File: src/rtl/aes128_key_load_ctrl.sv
// AES-128 key load controller: round-robin arbitration of word-streamed keys
// into a zeroised staging buffer, with sticky lock and one-cycle commit strobe.
module aes128_key_load_ctrl #(
   parameter int NumReq = 2
) (
   input  logic                  clk_i,
   input  logic                  rst_ni,
   input  logic [NumReq-1:0]     req_i,
   output logic [NumReq-1:0]     gnt_o,
   input  logic [NumReq-1:0]     wvalid_i,
   input  logic [NumReq*32-1:0]  wdata_i,
   output logic [NumReq-1:0]     wready_o,
   input  logic                  lock_i,
   output logic                  key_we_o,
   output logic [127:0]          key_o,
   output logic                  locked_o,
   output logic                  busy_o,
   output logic                  load_done_o,
   output logic                  abort_o
);

   localparam logic [1:0] StIdle    = 2'd0;
   localparam logic [1:0] StCollect = 2'd1;
   localparam logic [1:0] StCommit  = 2'd2;

   logic [1:0]   state_q, state_d;
   logic [1:0]   rr_q, rr_d;
   logic [1:0]   gidx_q, gidx_d;
   logic [1:0]   cnt_q, cnt_d;
   logic [127:0] key_q, key_d;
   logic         locked_q;

   logic [3:0]   req_pad;
   logic [3:0]   wvalid_pad;
   logic [127:0] wdata_pad;
   logic [31:0]  word;
   logic         in_collect;
   logic         abort;
   logic         win_vld;
   logic [1:0]   win;
   logic [1:0]   cand;

   // Indices live in 2 bits so NumReq up to 4 needs no width change.
   function automatic logic [1:0] wrap_idx(input logic [2:0] v);
      logic [2:0] s;
      s = v;
      if (s >= 3'(NumReq)) s = s - 3'(NumReq);
      return s[1:0];
   endfunction

   assign req_pad    = 4'(req_i);
   assign wvalid_pad = 4'(wvalid_i);
   assign wdata_pad  = 128'(wdata_i);
   assign word       = wdata_pad[{gidx_q, 5'b0} +: 32];
   assign in_collect = (state_q == StCollect);
   assign abort      = in_collect &
                       (~req_pad[gidx_q] | lock_i | locked_q);

   always_comb begin
      win     = rr_q;
      win_vld = 1'b0;
      cand    = '0;
      for (int k = 0; k < NumReq; k++) begin
         cand = wrap_idx({1'b0, rr_q} + 3'(k));
         if (!win_vld && req_pad[cand]) begin
            win     = cand;
            win_vld = 1'b1;
         end
      end
   end

   always_comb begin
      state_d = state_q;
      rr_d    = rr_q;
      gidx_d  = gidx_q;
      cnt_d   = cnt_q;
      key_d   = key_q;
      case (state_q)
         StIdle: begin
            if (!locked_q && win_vld) begin
               state_d = StCollect;
               gidx_d  = win;
               rr_d    = wrap_idx({1'b0, win} + 3'd1);
            end
         end
         StCollect: begin
            // Abort wins over a same-cycle word; that word is dropped.
            if (abort) begin
               state_d = StIdle;
               key_d   = '0;
               cnt_d   = '0;
            end else if (wvalid_pad[gidx_q]) begin
               key_d[{cnt_q, 5'b0} +: 32] = word;
               cnt_d = cnt_q + 2'd1;
               if (cnt_q == 2'd3) state_d = StCommit;
            end
         end
         StCommit: begin
            state_d = StIdle;
            key_d   = '0;
            cnt_d   = '0;
         end
         default: begin
            state_d = StIdle;
            key_d   = '0;
            cnt_d   = '0;
         end
      endcase
   end

   always_ff @(posedge clk_i or negedge rst_ni) begin
      if (!rst_ni) begin
         state_q  <= StIdle;
         rr_q     <= '0;
         gidx_q   <= '0;
         cnt_q    <= '0;
         key_q    <= '0;
         locked_q <= 1'b0;
      end else begin
         state_q  <= state_d;
         rr_q     <= rr_d;
         gidx_q   <= gidx_d;
         cnt_q    <= cnt_d;
         key_q    <= key_d;
         if (lock_i) locked_q <= 1'b1;
      end
   end

   always_comb begin
      gnt_o = '0;
      for (int k = 0; k < NumReq; k++) begin
         gnt_o[k] = in_collect && (gidx_q == 2'(k));
      end
   end

   assign wready_o    = gnt_o;
   assign key_we_o    = (state_q == StCommit);
   assign load_done_o = (state_q == StCommit);
   assign busy_o      = (state_q != StIdle);
   assign abort_o     = abort;
   assign locked_o    = locked_q;
   assign key_o       = key_q;

endmodule

File: config.mk
export PLATFORM = sky130hd
export DESIGN_NAME = aes128_key_load_ctrl
export DESIGN_NICKNAME = d
export VERILOG_FILES = /design/src/rtl/aes128_key_load_ctrl.sv
export SDC_FILE = /design/constraint.sdc
export NUM_CORES = 1
export LEC_CHECK = 0
export BUFFER_PORTS_ARGS = -buffer_cell sky130_fd_sc_hd__clkbuf_2
export CAP_MARGIN = 15
export CORE_MARGIN = 2
export CORE_UTILIZATION = 52
export DETAILED_ROUTE_END_ITERATION = 12
export GPL_TIMING_DRIVEN = 0
export HOLD_SLACK_MARGIN = 0.08
export PLACE_DENSITY_LB_ADDON = 0.25
export SLEW_MARGIN = 20
export SYNTH_ARGS = -nofsm -noshare
export SYNTH_HDL_FRONTEND = slang
export SYNTH_SLANG_ARGS = --single-unit
File: constraint.sdc
create_clock -name clk_i -period 2.3 [get_ports clk_i]
set_clock_uncertainty 0.05 [all_clocks]
set_input_delay 0.115 -clock clk_i [delete_from_list [all_inputs] [get_ports clk_i]]
set_output_delay 0.115 -clock clk_i [all_outputs]
set_load 0.05 [all_outputs]
* Word level (Yosys, flattened, before mapping)
Index checks and enable logic that the tools add are counted.
** Storage, ports and cells
- Bits in registers :: 137
- Output and inout bits :: 137
- Word-level logic and storage cells :: 73
** Cells by class
- $add $sub $neg :: 7
- Magnitude comparators :: 6
- Equality and inequality tests :: 7
- Shift-type cells :: 3
- Mux-type cells :: 27
- Bitwise gates (word level) :: 5
- Reductions and logical operators :: 12
** Operators with widths (count)
- $mux 128 :: 2
- $pmux 128 s2 :: 1
- $bwmux 128 :: 1
- $shift 32x9->128 const A :: 1
- $shiftx 128x8->32 :: 1
- $shiftx 32x9->128 :: 1
- $mux 2 :: 11
- $lt 2x3->1 const B :: 3
- $neg 7->9 :: 1
- $bmux 1 s2 :: 4
- $pmux 2 s2 :: 2
- $add 2x1->3 const B :: 2
- $ge 3x2->1 const B :: 2
- $mux 1 :: 6
- $ne 3x2->1 const B :: 2
- $sub 2x2->2 const B :: 3
- $eq 2x1->1 const B :: 2
- $eq 2x2->1 const B :: 2
- $logic_and 1x1->1 :: 4
- $logic_not 2->1 :: 2
- $reduce_and 2->1 :: 2
- $reduce_and 3->1 :: 1
- $add 2x1->2 const B :: 1
- $ge 2x2->1 const B :: 1
- 6 further kinds :: 9

* Logic depth before layout (Yosys ltp)
Gate-level depths: netlist of run 1.
- Word-level depth :: 11
- Depth in mapped cells :: 7

* Worst setup path after synthesis of run 1
Ideal clock, no wire load.
- Kind :: reg2out
- Start :: reg gidx_q[0]
- End :: out wready_o[0]
- Arrival time :: 2246 ps
- Data required time :: 2135 ps
- Setup slack :: -111 ps
- Cell stages (with the launch flop) :: 5
- Path buffers :: 3
- Cell sequence :: dfrtp_1 -> buf_6 -> clkbuf_1 -> nor3_1 -> buf_4
** On the way
- Cells in the longest elaborated chain, start to end :: 2
** RTL lines
- from (decl) :: RTL line 28 : logic [1:0] gidx_q, gidx_d;
- from (signal assigned) :: RTL line 122 : gidx_q <= gidx_d;
- $logic_not 2->1 :: RTL line 132 : gnt_o[k] = in_collect && (gidx_q == 2'(k));
- $logic_and 1x1->1 :: RTL line 132
- to (decl) :: RTL line 12 : output logic [NumReq-1:0] wready_o,
Every way passes these cells.

* Worst setup path in the final report of run 1
- Start :: reg state_q[1]
- End :: out wready_o[1]
** On the way
- Cells in the longest elaborated chain, start to end :: 2
** RTL lines
- from (decl) :: RTL line 26 : logic [1:0] state_q, state_d;
- from (signal assigned) :: RTL line 113 : state_q <= StIdle;
- from (signal assigned) :: RTL line 120 : state_q <= state_d;
- $eq 2x1->1 :: RTL line 55 : assign in_collect = (state_q == StCollect);
- $logic_and 1x1->1 :: RTL line 132
Every way passes these cells.

==> results.txt, run 1 <==
- TritonCTS clock tree: built
- Counting distinct cell types in the post-synthesis netlist gives 33.
- STA classifies the critical path startpoint as a flip-flop.
- Average cell area after synthesis: 12.6 µm²
- Maximum number of pins on one net before global-route repair: 70
- The clock reaches the later pin of the worst-skew pair after 0.41 ns.
* Crit path max-delay family: simple AND/OR/NAND/NOR gates
- Counting the fill cells in the layout gives 1,008.
* I/O pin total: 208
- Antenna diode count: 0
- Worst min-delay path category: primary input to async pin
* Deepest level of the CTS H-tree: 4
- Global routing consumed, over all layers together, 25.6% of the routing resources.
* Outcome: completed
* Sum of net half-perimeters after detailed placement: 12.7 mm
* Maximum root-to-sink buffer count: 2
- The total overflow left after global routing is 0.
* Final routed wirelength across all metal layers: 17.8 mm
- Classification of the worst setup path: flip-flop to output pin
- In the routed design, unresolved DRC markers number 0.
- Slowest stage cell, crit path: nor2b_1
* Final setup violation count: 0
- Die W: 120 µm
- In the finished design, the share of the clock period the worst path needs comes to 95.0%.
- Placed cell area: 0.00826 mm²
- Required time of the critical path: 2.13 ns
* Power share of the combinational group: 7.2%
* Vias per inst: 5.22
* FF+latch area: 0.00343 mm²
- Net switching power figure: 0.00122 W
- Dividing total power by cell area gives a power density of 600 mW/mm².
* Max stage delay on crit path: 0.42 ns
- Worst-case hold slack: 0.212 ns
* Chip height: 120 µm
- In the final routed layout, each cell accounts on average for 18.2 µm.
* First-pass GRT wire length: 28.1 mm
- The first detailed-routing pass ran for 4 iterations.
- Worst slew pin tran: 0.575 ns
- Final GP Congestion: 0.854
- The final layout contains 865 nets.
* Footprint of the multi-input gates: 0.00327 mm²
- Data arrival time of the worst path: 2.02 ns
- Standby leakage power: 4.76 nW
- The cell area that synthesis handed to floorplanning was 0.00696 mm².
* Final number of max-transition violations: 0
* Floorplan die area: 0.0143 mm²
- The initial antenna violation count is 0.
* Number of synthesis warnings: 0
- The number of nets handed over by synthesis was 629.
- Via count: 5,088
* Clock share of power: 47.5%
- In the final layout, the share of cells above drive strength 1 is 55.4%.
- Layout Area Growth over Synthesis: 28.0%
- Switching part of the total: 22.8%
- After routing the design area is 0.00891 mm².
- After synthesis the netlist holds a flip-flop and latch count of 137.
* Cts bufs inserted: 17
- Sequential elements use 49.2% of the synthesized area.
- Maximum vdd drop: 0.458 mV
* Detail Route Antenna Nets: 0
* Clock-pin slew on the worst setup and hold paths: 0.06 ns
- Buffering stage count on the worst path with inverters included: 3
- Internal power consumption: 0.00413 W
* Master cell of the clock root buffer: clkbuf_16
* Number of port buffers: 207
- Cell count after synthesis: 552
- Core area: 0.0131 mm²
- # rows: 42
- Initial DRC Count: 272
- MaxCap Viol Count: 0
* Via count of the first global-routing pass: 5,366
- Slew headroom: 61.7%
- Relative contribution of sequential cells to total power: 45.3%
- Number of clock sinks: 137
- Of all nets on the critical path, the largest fanout is 10.
* Period minus WS final: 2.18 ns
- Final hold viol count: 0
* Endpoint class of the critical path: output pin
- Starting density of the core: 53.0%
- The signal on the critical path passes through clkbuf_1, nor2b_1, and3_1, buf_4, clkbuf_2.
* Highest clock rate: 458 MHz
worst paths after layout:
check                                        from  cells past startpoint                     end  slack, ns
hold / removal                             rst_ni                      2  key_o[114]$_DFFE_PN0P_       0.21
max in group asynchronous                  rst_ni                      3    cnt_q[0]$_DFFE_PN0P_       1.24
hold reg to reg             key_o[49]$_DFFE_PN0P_                      1   key_o[49]$_DFFE_PN0P_       0.46
setup / recovery           state_q[1]$_DFFE_PN0P_                      5             wready_o[1]       0.12
setup reg to reg             cnt_q[1]$_DFFE_PN0P_                      8  key_o[109]$_DFFE_PN0P_       0.12
min in group clk_i                    wdata_i[20]                      5   key_o[20]$_DFFE_PN0P_       0.22
Yosys cell counts:
| master | n | area [µm²] |
|---|---|---|
| a21boi_0 | 1 | 7.51 |
| a21oi_1 | 4 | 20.0 |
| a221o_1 | 1 | 10.0 |
| a221o_2 | 3 | 33.8 |
| a31oi_1 | 2 | 12.5 |
| a41o_1 | 1 | 10.0 |
| and2_1 | 4 | 25.0 |
| and3_1 | 1 | 6.26 |
| and4b_1 | 1 | 10.0 |
| buf_2 | 3 | 15.0 |
| buf_4 | 3 | 22.5 |
| buf_6 | 13 | 146 |
| clkbuf_1 | 17 | 63.8 |
| clkinv_1 | 1 | 3.75 |
| dfrtp_1 | 137 | 3430 |
| ha_1 | 6 | 75.1 |
| inv_1 | 4 | 15.0 |
| mux2_2 | 40 | 450 |
| mux2_4 | 121 | 1820 |
| mux2i_1 | 1 | 10.0 |
| nand2_1 | 35 | 131 |
| nand2_4 | 1 | 11.3 |
| nand2b_1 | 1 | 6.26 |
| nand4_1 | 6 | 37.5 |
| nor2_1 | 132 | 495 |
| nor2b_1 | 3 | 18.8 |
| nor3_1 | 1 | 5.00 |
| nor3_2 | 1 | 10.0 |
| nor3_4 | 1 | 16.3 |
| nor3b_1 | 1 | 7.51 |
| nor4bb_1 | 2 | 20.0 |
| o21ai_0 | 3 | 15.0 |
| or2_2 | 1 | 6.26 |
per-layer routing:
metal  global-route usage [%]  part of all wire, %  vias to the layer above
met4                     9.12                  1.8                        0
met1                     32.6                   44                     2555
met3                     6.46                  5.9                       28
met5                        0                    0                        -
li1                         -                    -                     2328
met2                     42.4                   49                      177
state kept, by name, indices dropped and copies added (netlist names):
| register | count |
|---|---|
| state_q | 2 |
| cnt_q | 2 |
| locked_o | 1 |
| gidx_q | 2 |
| rr_q | 2 |
| key_o | 128 |
power groups by stage:
stage,Clock (W),Sequential [W],Combinational (W)
after global routing,0.00271,0.00242,0.000425
after floorplan,0,0.00248,0.000192
after CTS,0.00257,0.00242,0.000390
after detailed placement,0,0.00247,0.000378
after global placement,0,0.00247,0.000365
final,0.00254,0.00242,0.000386
metrics by stage:
step	cells	setup slack, ns	util (%)	total power (W)	setup TNS [ns]
2_1_floorplan	552	0.211	-	0.00267	0
3_5_place_dp	936	-0.175	62.9	0.00284	-11.04
6_report	975	0.116	67.8	0.00535	0
3_3_place_gp	935	-1.08	62.6	0.00283	-146.52
5_1_grt	975	-0.0154	67.8	0.00555	-0.0388
4_1_cts	972	0.0170	67.6	0.00539	0
what timing repair did:
item,in CTS,in global routing
hold endpoints to repair,72,0
pin swaps,1,2
hold buffers,5,0
setup endpoints to repair,122,75
buffers inserted,2,3
resized for setup,12,7
cells by family (layout without fill, tap and decap cells):
logic type               Yosys count  after routing  synth area share [%]
AO/OA/AOI/OAI                     15             15                  1.56
AND/OR/NAND/NOR                  191            191                  11.6
adder cells (fa/ha/maj)            6              6                  1.08
flip-flops                       137            137                  49.2
multiplexers                     162            162                  32.7
buffers and inverters             41            288                  3.83
layout by cell type, fill, tap and decap left out, drive strengths merged:
| cell type | count |
|---|---|
| clkbuf | 244 |
| mux2 | 161 |
| dfrtp | 137 |
| nor2 | 132 |
| nand2 | 36 |
| buf | 26 |
| nand4 | 6 |
| ha | 6 |
| clkinv | 5 |
| dlygate4sd3 | 5 |
| and2 | 4 |
| inv | 4 |
| a21oi | 4 |
| a221o | 4 |
| nor2b | 3 |
| o21ai | 3 |
| clkinvlp | 3 |
| nor3 | 3 |
| a31oi | 2 |
| nor4bb | 2 |
| or2 | 1 |
| nand2b | 1 |
| and3 | 1 |
| nor3b | 1 |
| mux2i | 1 |
| a21boi | 1 |
| a41o | 1 |
| and4b | 1 |
| bufinv | 1 |
cell type report:
type	count	area share, %
sequential	137	38.5
buffer	35	2.93
multi-input combinational	374	36.7
timing repair buffer	218	13.0
clock inverter	8	0.814
tap	176	2.47
clock buffer	22	5.32
inverter	5	0.225
No activity file was read; power rests on OpenSTA's default activity.
==> inputs of run 2 (changes only) <==
- CORE_ASPECT_RATIO: unset -> 1.25
==> run 2 against run 1 <==
  * Sequential power barely moved
  * Count of clock-buffer cells in the layout rose by 1
  * Clock power rose by 4%
  * First-iteration DRC count fell by 42%
  * Routed wire length rose by 1.9%
  * Hold slack got worse by 0.032 ns
  * Combinational power rose by 1%
  * Die area barely moved
  * Total power rose by 2.1%
  * Critical endpoint is now key_o[37]$_DFFE_PN0P_
  * Non-clock buffer count did not move
  * Global-route usage rose by 0.46 points
  * Critical path depth rose by 2
==> results.txt, run 2 (same netlist as run 1, synthesis figures left out) <==
- Outcome: completed (unchanged).
- The CTS buffer count was 17 (unchanged).
* Detail Route Antenna Nets: 0 (unchanged)
* Starting density of the core: 52.9% (was 53.0%)
- The flip-flop count of the largest register, all copies and words added is 128 (unchanged).
- The floorplan core area came to 0.0132 mm² (was 0.0131 mm²).
* Final setup violation count: 0 (unchanged)
* Insertion delay of the later-clocked pin in the worst-skew pair: 0.41 ns (about the same)
- Period minus WS final: 2.19 ns (was 2.18 ns)
* GR Util All Layers: 26.0% (was 25.6%)
- Maximum vdd drop: 0.374 mV (was 0.458 mV)
- CP startpoint kind: flip-flop (unchanged)
* Final number of max-transition violations: 0 (unchanged)
* Maximum fanout count along the critical path: 10 (unchanged)
- The class of the worst hold path is primary input to async pin (unchanged).
- Antenna diode count: 0 (unchanged)
* Remaining global-route overflow: 0 (unchanged)
- The number of DRC violations after detailed routing came to 0 (unchanged).
- The largest net degree at the start of global routing is 74 (was 70).
- The first-pass detailed-route iteration total was 4 (unchanged).
- Data arrival time of the worst path: 2.44 ns (was 2.02 ns)
- The initial antenna violation count is 0 (unchanged).
* Number of port buffers: 207 (unchanged)
- The max-cap violation count came to 0 (unchanged).
- The number of design-rule violations left by the first detailed-router iteration came to 159 (was 272).
- Final nets: 865 (unchanged)
* Final routed wirelength across all metal layers: 18.1 mm (was 17.8 mm)
* Floorplan die area: 0.0143 mm² (about the same)
- The power per standard cell area is 612 mW/mm² (was 600 mW/mm²).
* Slew headroom: 64.4% (was 61.7%)
- Commonest non-fill, non-tap cell in the layout: clkbuf_2 (unchanged)
* Worst-case hold slack: 0.180 ns (was 0.212 ns)
* Die W: 108 µm (was 120 µm)
- Classification of the worst setup path: flip-flop to flip-flop (was flip-flop to output pin)
- Clock-pin slew on the worst setup and hold paths: 0.06 ns (about the same)
- Reg2Reg Setup Slack: 0.11 ns (was 0.12 ns)
- The maximum clock path buffer count came to 2 (unchanged).
- Sum of net half-perimeters after detailed placement: 13.0 mm (was 12.7 mm)
* Final critical-path share of the clock period: 95.2% (was 95.0%)
- Vias per inst: 5.30 (was 5.22)
- Share of cells above drive strength 1: 55.3% (was 55.4%)
- The final weighted congestion of routability-driven global placement is 0.838 (was 0.854).
- Master cell of the clock root buffer: clkbuf_16 (unchanged)
- Standby leakage power: 4.77 nW (was 4.76 nW)
* Commonest non-fill, non-tap cells in the layout: 215 x clkbuf_2, 136 x dfrtp_1, 132 x nor2_1 (was 216 x clkbuf_2, 136 x dfrtp_1, 132 x nor2_1)
* First-pass GRT wire length: 28.8 mm (was 28.1 mm)
- The post-detailed-route wirelength per cell was 18.6 µm (was 18.2 µm).
- Number of clock sinks: 137 (unchanged)
* TritonCTS clock tree: built (unchanged)
- The synthesis-to-finish area growth is 28.1% (was 28.0%).
* Highest clock rate: 457 MHz (was 458 MHz)
- Deepest level of the CTS H-tree: 4 (unchanged)
- # rows: 47 (was 42)
* Via count of the first global-routing pass: 5,406 (was 5,366)
- The category of the worst setup path capture point was a flip-flop (was output pin).
* I/O pin total: 208 (unchanged)
- Final hold viol count: 0 (unchanged)
- The required time of the worst setup path was 2.55 ns (was 2.13 ns).
- The vias after detailed routing came to 5,143 (was 5,088).
* Chip height: 133 µm (was 120 µm)
- The worst-margin pin slew was 0.533 ns (was 0.575 ns).
* Total Power: 0.00546 W (was 0.00535 W)
[run 2: cell types whose count changed in the layout (fill, tap and decap cells not counted), sizes merged]
cell	previous run	this run
buf	26	27
clkinvlp	3	1
bufinv	1	2
clkinv	5	6
[run 2: area by class of cell]
class,count,area [µm²]
fill,1019,4250
sequential,137,3430
multi-input combinational,374,3270
timing repair buffer,218,1160
clock buffer,23,468
buffer,35,262
tap,171,214
clock inverter,8,96.3
inverter,5,20.0
[run 2: metal layers]
layer / vias to the layer above / part of all wire, % / GRT usage [%]
met4: 0 / 2.8 / 10.2
met1: 2564 / 42 / 32.4
met2: 190 / 50 / 43.7
met3: 43 / 5.4 / 6.02
met5: - / 0 / 0
li1: 2346 / - / -
[run 2: final timing paths]
check | startpoint | endpoint | cells after the start
hold reg to reg | key_o[88]$_DFFE_PN0P_ | key_o[88]$_DFFE_PN0P_ | 1
setup reg to reg | cnt_q[0]$_DFFE_PN0P_ | key_o[37]$_DFFE_PN0P_ | 7
setup / recovery | cnt_q[0]$_DFFE_PN0P_ | key_o[37]$_DFFE_PN0P_ | 7
min in group clk_i | wdata_i[28] | key_o[124]$_DFFE_PN0P_ | 5
max in group asynchronous | rst_ni | key_o[53]$_DFFE_PN0P_ | 3
hold / removal | rst_ni | gidx_q[0]$_DFFE_PN0P_ | 2
[run 2: report_power, final]
part           switching (W)  leakage, nW  internal (W)  total, W
logic               0.000231         2.59      0.000159  0.000390
clock network        0.00100        0.277       0.00164   0.00264
registers         0.00000515         1.90       0.00242   0.00242
total                0.00124         4.77       0.00422   0.00546
[run 2: critical path, cell delays in order (launching register included)]
cell and delay [ns]:
dfrtp_2 0.44, inv_1 0.12, ha_1 0.37, and4b_1 0.22, nand4_1 0.23, clkbuf_2 0.31
nor2_1 0.08, mux2_4 0.26
[run 2: through the flow]
| step | util, % | worst slack (ns) | area (µm²) | setup TNS, ns | std cells |
|---|---|---|---|---|---|
| final | 67.7 | 0.110 | 8920 | 0 | 971 |
| after global placement | 62.4 | -1.07 | 8220 | -146.47 | 930 |
| after floorplan | - | 0.211 | 6970 | 0 | 552 |
| after global routing | 67.7 | -0.000150 | 8920 | -0.000150 | 971 |
| after detailed placement | 62.7 | -0.163 | 8250 | -9.96 | 931 |
| after CTS | 67.5 | 0.00354 | 8900 | 0 | 969 |
[run 2: repair_timing]
item,4_1_cts,5_1_grt
buffers inserted,3,2
pin swaps,2,1
endpoints found under the setup margin,121,72
hold endpoints to repair,68,0
hold buffers,5,0
resized for setup,7,18
cloned,0,0
==> inputs of run 3 (changes only) <==
- CORE_UTILIZATION: 52 -> 47
- clock period: 2.3 -> 1.8 ns (I/O delays scaled with it)
==> run 3 against run 2 <==
  * The flow now finishes with violations (DRC, setup timing)
  * Register-to-register slack got worse by 0.33 ns
  * First-iteration DRC count up 52%
  * Critical path depth fell by 1
  * Sequential power rose by 28%
  * Non-clock buffer count is 28 higher
  * Setup slack worse by 0.33 ns
  * Hold slack worse by 0.014 ns
  * Cell count up 3.6%
  * Maximum frequency up 8.2%
  * Total power is 35% higher
  * Combinational power grew 48%
  * Die area is 10% higher
  * Largest power group unchanged
==> results.txt, run 3 (same netlist as run 1, synthesis figures left out) <==
- Commonest non-fill, non-tap cells in the layout: 204 x clkbuf_2, 133 x dfrtp_1, 130 x nor2_1 (was 215 x clkbuf_2, 136 x dfrtp_1, 132 x nor2_1)
- The worst-case reg-to-reg path depth came to 6 (was 7).
- The fraction of the cycle the final worst path needs was 112% (was 95.2%).
- The area taken by multi-input logic gates came to 0.00340 mm² (was 0.00327 mm²).
- Total Negative Setup Slacks: -25.98 ns (was 0 ns)
- Remaining global-route overflow: 0 (unchanged)
* Final routed wirelength across all metal layers: 19.3 mm (was 18.1 mm)
- The clock transition at the registers of the reported paths came to 0.06 ns (about the same).
- The data arrival time of the critical path was 2.29 ns (was 2.44 ns).
* Core area: 0.0145 mm² (was 0.0132 mm²)
- Antenna diode count: 0 (unchanged)
- The max-cap violation count is 0 (unchanged).
- The most common library cell in the layout ignoring fill and taps is clkbuf_2 (unchanged).
* Via count of the first global-routing pass: 5,526 (was 5,406)
- Outcome: complete, but fails checks (was completed).
- The number of DRC violations after detailed routing was 15 (was 0).
- Endpoint class of the critical path: flip-flop (unchanged)
- The chip height was 140 µm (was 133 µm).
- The vias after detailed routing came to 5,242 (was 5,143).
- The required time of the worst setup path is 2.06 ns (was 2.55 ns).
- Period minus WS final: 2.02 ns (was 2.19 ns)
- Final number of max-transition violations: 0 (unchanged)
- Insertion delay of the later-clocked pin in the worst-skew pair: 0.42 ns (was 0.41 ns)
- Setup repair after global routing could not meet its margin everywhere.
- The post-layout net count was 893 (was 865).
* Reg2Reg Setup Slack: -0.22 ns (was 0.11 ns)
- The number of primary I/O pins is 208 (unchanged).
- The initial antenna violation count is 0 (unchanged).
- Final hold viol count: 0 (unchanged)
- The non-filler instance count after layout is 1,006 (was 971).
* Worst-case hold slack: 0.166 ns (was 0.180 ns)
* Standby leakage power: 5.00 nW (was 4.77 nW)
- Master cell of the clock root buffer: clkbuf_16 (unchanged)
- Slew headroom: 62.0% (was 64.4%)
- The initial core utilization is 48.1% (was 52.9%).
* Worst slew pin tran: 0.569 ns (was 0.533 ns)
- Post-route worst setup slack: -0.225 ns (was 0.110 ns)
- Reg2reg end: key_o[25]$_DFFE_PN0P_ (was key_o[37]$_DFFE_PN0P_)
- Final-layout fill cell count: 1,109 (was 1,019)
- First-pass GRT wire length: 30.1 mm (was 28.8 mm)
* Classification of the worst setup path: flip-flop to flip-flop (unchanged)
* Number of clock sinks: 137 (unchanged)
- The flip-flop count of the largest register, all copies and words added is 128 (unchanged).
- Maximum number of pins on one net before global-route repair: 71 (was 74)
- The kind of launch point of the worst setup path is a flip-flop (unchanged).
- GR Util All Layers: 24.7% (was 26.0%)
* Die W: 113 µm (was 108 µm)
* # rows: 49 (was 47)
- Cts bufs inserted: 17 (unchanged)
- The residual antenna-violating net count after detailed routing came to 0 (unchanged).
* Maximum vdd drop: 0.411 mV (was 0.374 mV)
- Deepest level of the CTS H-tree: 4 (unchanged)
* Share of cells above drive strength 1: 59.8% (was 55.3%)
- The register area was 0.00343 mm² (about the same).
- Number of port buffers: 207 (unchanged)
* Worst setup path start: gidx_q[0]$_DFFE_PN0P_ (was cnt_q[0]$_DFFE_PN0P_)
- The total die area is 0.0158 mm² (was 0.0143 mm²).
* Number of placed instances, taps included: 938 (was 931)
- Final GP Congestion: 0.817 (was 0.838)
- Maximum root-to-sink buffer count: 2 (unchanged)
- Final setup violation count: 132 (was 0)
- The TritonCTS clock tree was built (unchanged).
- Highest clock rate: 494 MHz (was 457 MHz)
- Initial DRC Count: 241 (was 159)
- Power per cell area: 773 mW/mm² (was 612 mW/mm²)
* Wire per inst: 19.2 µm (was 18.6 µm)
- The maximum fanout count along the critical path is 10 (unchanged).
* Violated checks: DRC, setup timing
- The routed via count divided by cell count came to 5.21 (was 5.30).
* Critical register-to-register path startpoint: gidx_q[0]$_DFFE_PN0P_ (was cnt_q[0]$_DFFE_PN0P_)
* Layout Area Growth over Synthesis: 37.2% (was 28.1%)
- Worst min-delay path category: primary input to async pin (unchanged)
* Sum of net half-perimeters after detailed placement: 13.3 mm (was 13.0 mm)
* Number of optimization iterations in the first detailed-route pass: 9 (was 4)
- Worst setup slack after placement: -0.574 ns (was -0.163 ns)
run 3: cell count changes in the layout (fill, tap and decap cells not counted), sizes merged:
cell         change
clkinvlp         +2
dlygate4sd3      -1
clkbuf           -7
buf             +33
bufinv           +2
clkinv           -2
inv              +1
run 3: what timing repair did:
| item | 4_1_cts | 5_1_grt |
|---|---|---|
| hold buffers | 4 | 0 |
| buffers inserted | 24 | 10 |
| gates resized for setup | 59 | 33 |
| pin swaps | 9 | 4 |
| endpoints found under the hold margin | 71 | 0 |
| endpoints found under the setup margin | 136 | 136 |
| gates cloned | 0 | 0 |
run 3: worst max path at each step:
| stage | endpoint | slack (ns) | cells after the start |
|---|---|---|---|
| after floorplan | key_o[34]$_DFFE_PN0P_ | -0.16 | 5 |
| after global placement | cnt_q[0]$_DFFE_PN0P_ | -1.78 | 1 |
| after detailed placement | key_o[119]$_DFFE_PN0P_ | -0.57 | 7 |
| after CTS | key_o[25]$_DFFE_PN0P_ | -0.20 | 6 |
| after global routing | key_o[27]$_DFFE_PN0P_ | -0.28 | 6 |
| final | key_o[25]$_DFFE_PN0P_ | -0.22 | 6 |
run 3: power by group:
group	internal [W]	switching, W	total [W]
clock network	0.00235	0.00136	0.00371
logic	0.000258	0.000319	0.000578
registers	0.00309	0.00000690	0.00310
total	0.00569	0.00169	0.00739
run 3: area by class of cell:
type / count / area share, %
Clock inverter: 11 / 1.78
Inverter: 5 / 0.275
Multi-Input combinational cell: 374 / 35.6
Timing Repair Buffer: 246 / 15.4
Clock buffer: 20 / 4.67
Sequential cell: 137 / 35.9
Tap cell: 178 / 2.33
Buffer: 35 / 4.05
run 3: metrics by stage:
stage	total power (W)	utilization [%]	cell area [µm²]
floorplan	0.00341	-	7000
global placement	0.00363	57.1	8260
detailed placement	0.00364	57.3	8300
CTS	0.00740	64.7	9370
global route	0.00761	66.0	9560
finish	0.00739	66.0	9560
run 3: critical path, cell delays in order (launching register included):
cell and delay (ns):
dfrtp_1 0.38, buf_8 0.14, mux2_4 0.26, nand2_4 0.08, a221o_2 0.48, buf_6 0.20, mux2_4 0.31
run 3: per-layer routing:
layer | wire [µm] | share of wire (%) | vias up | track usage (%)
met5 | 0 | 0 | - | 0
met4 | 509 | 2.6 | 0 | 9.76
met3 | 1120 | 5.8 | 42 | 5.19
met2 | 9720 | 50 | 195 | 41.5
met1 | 7930 | 41 | 2608 | 31.4
li1 | - | - | 2397 | -
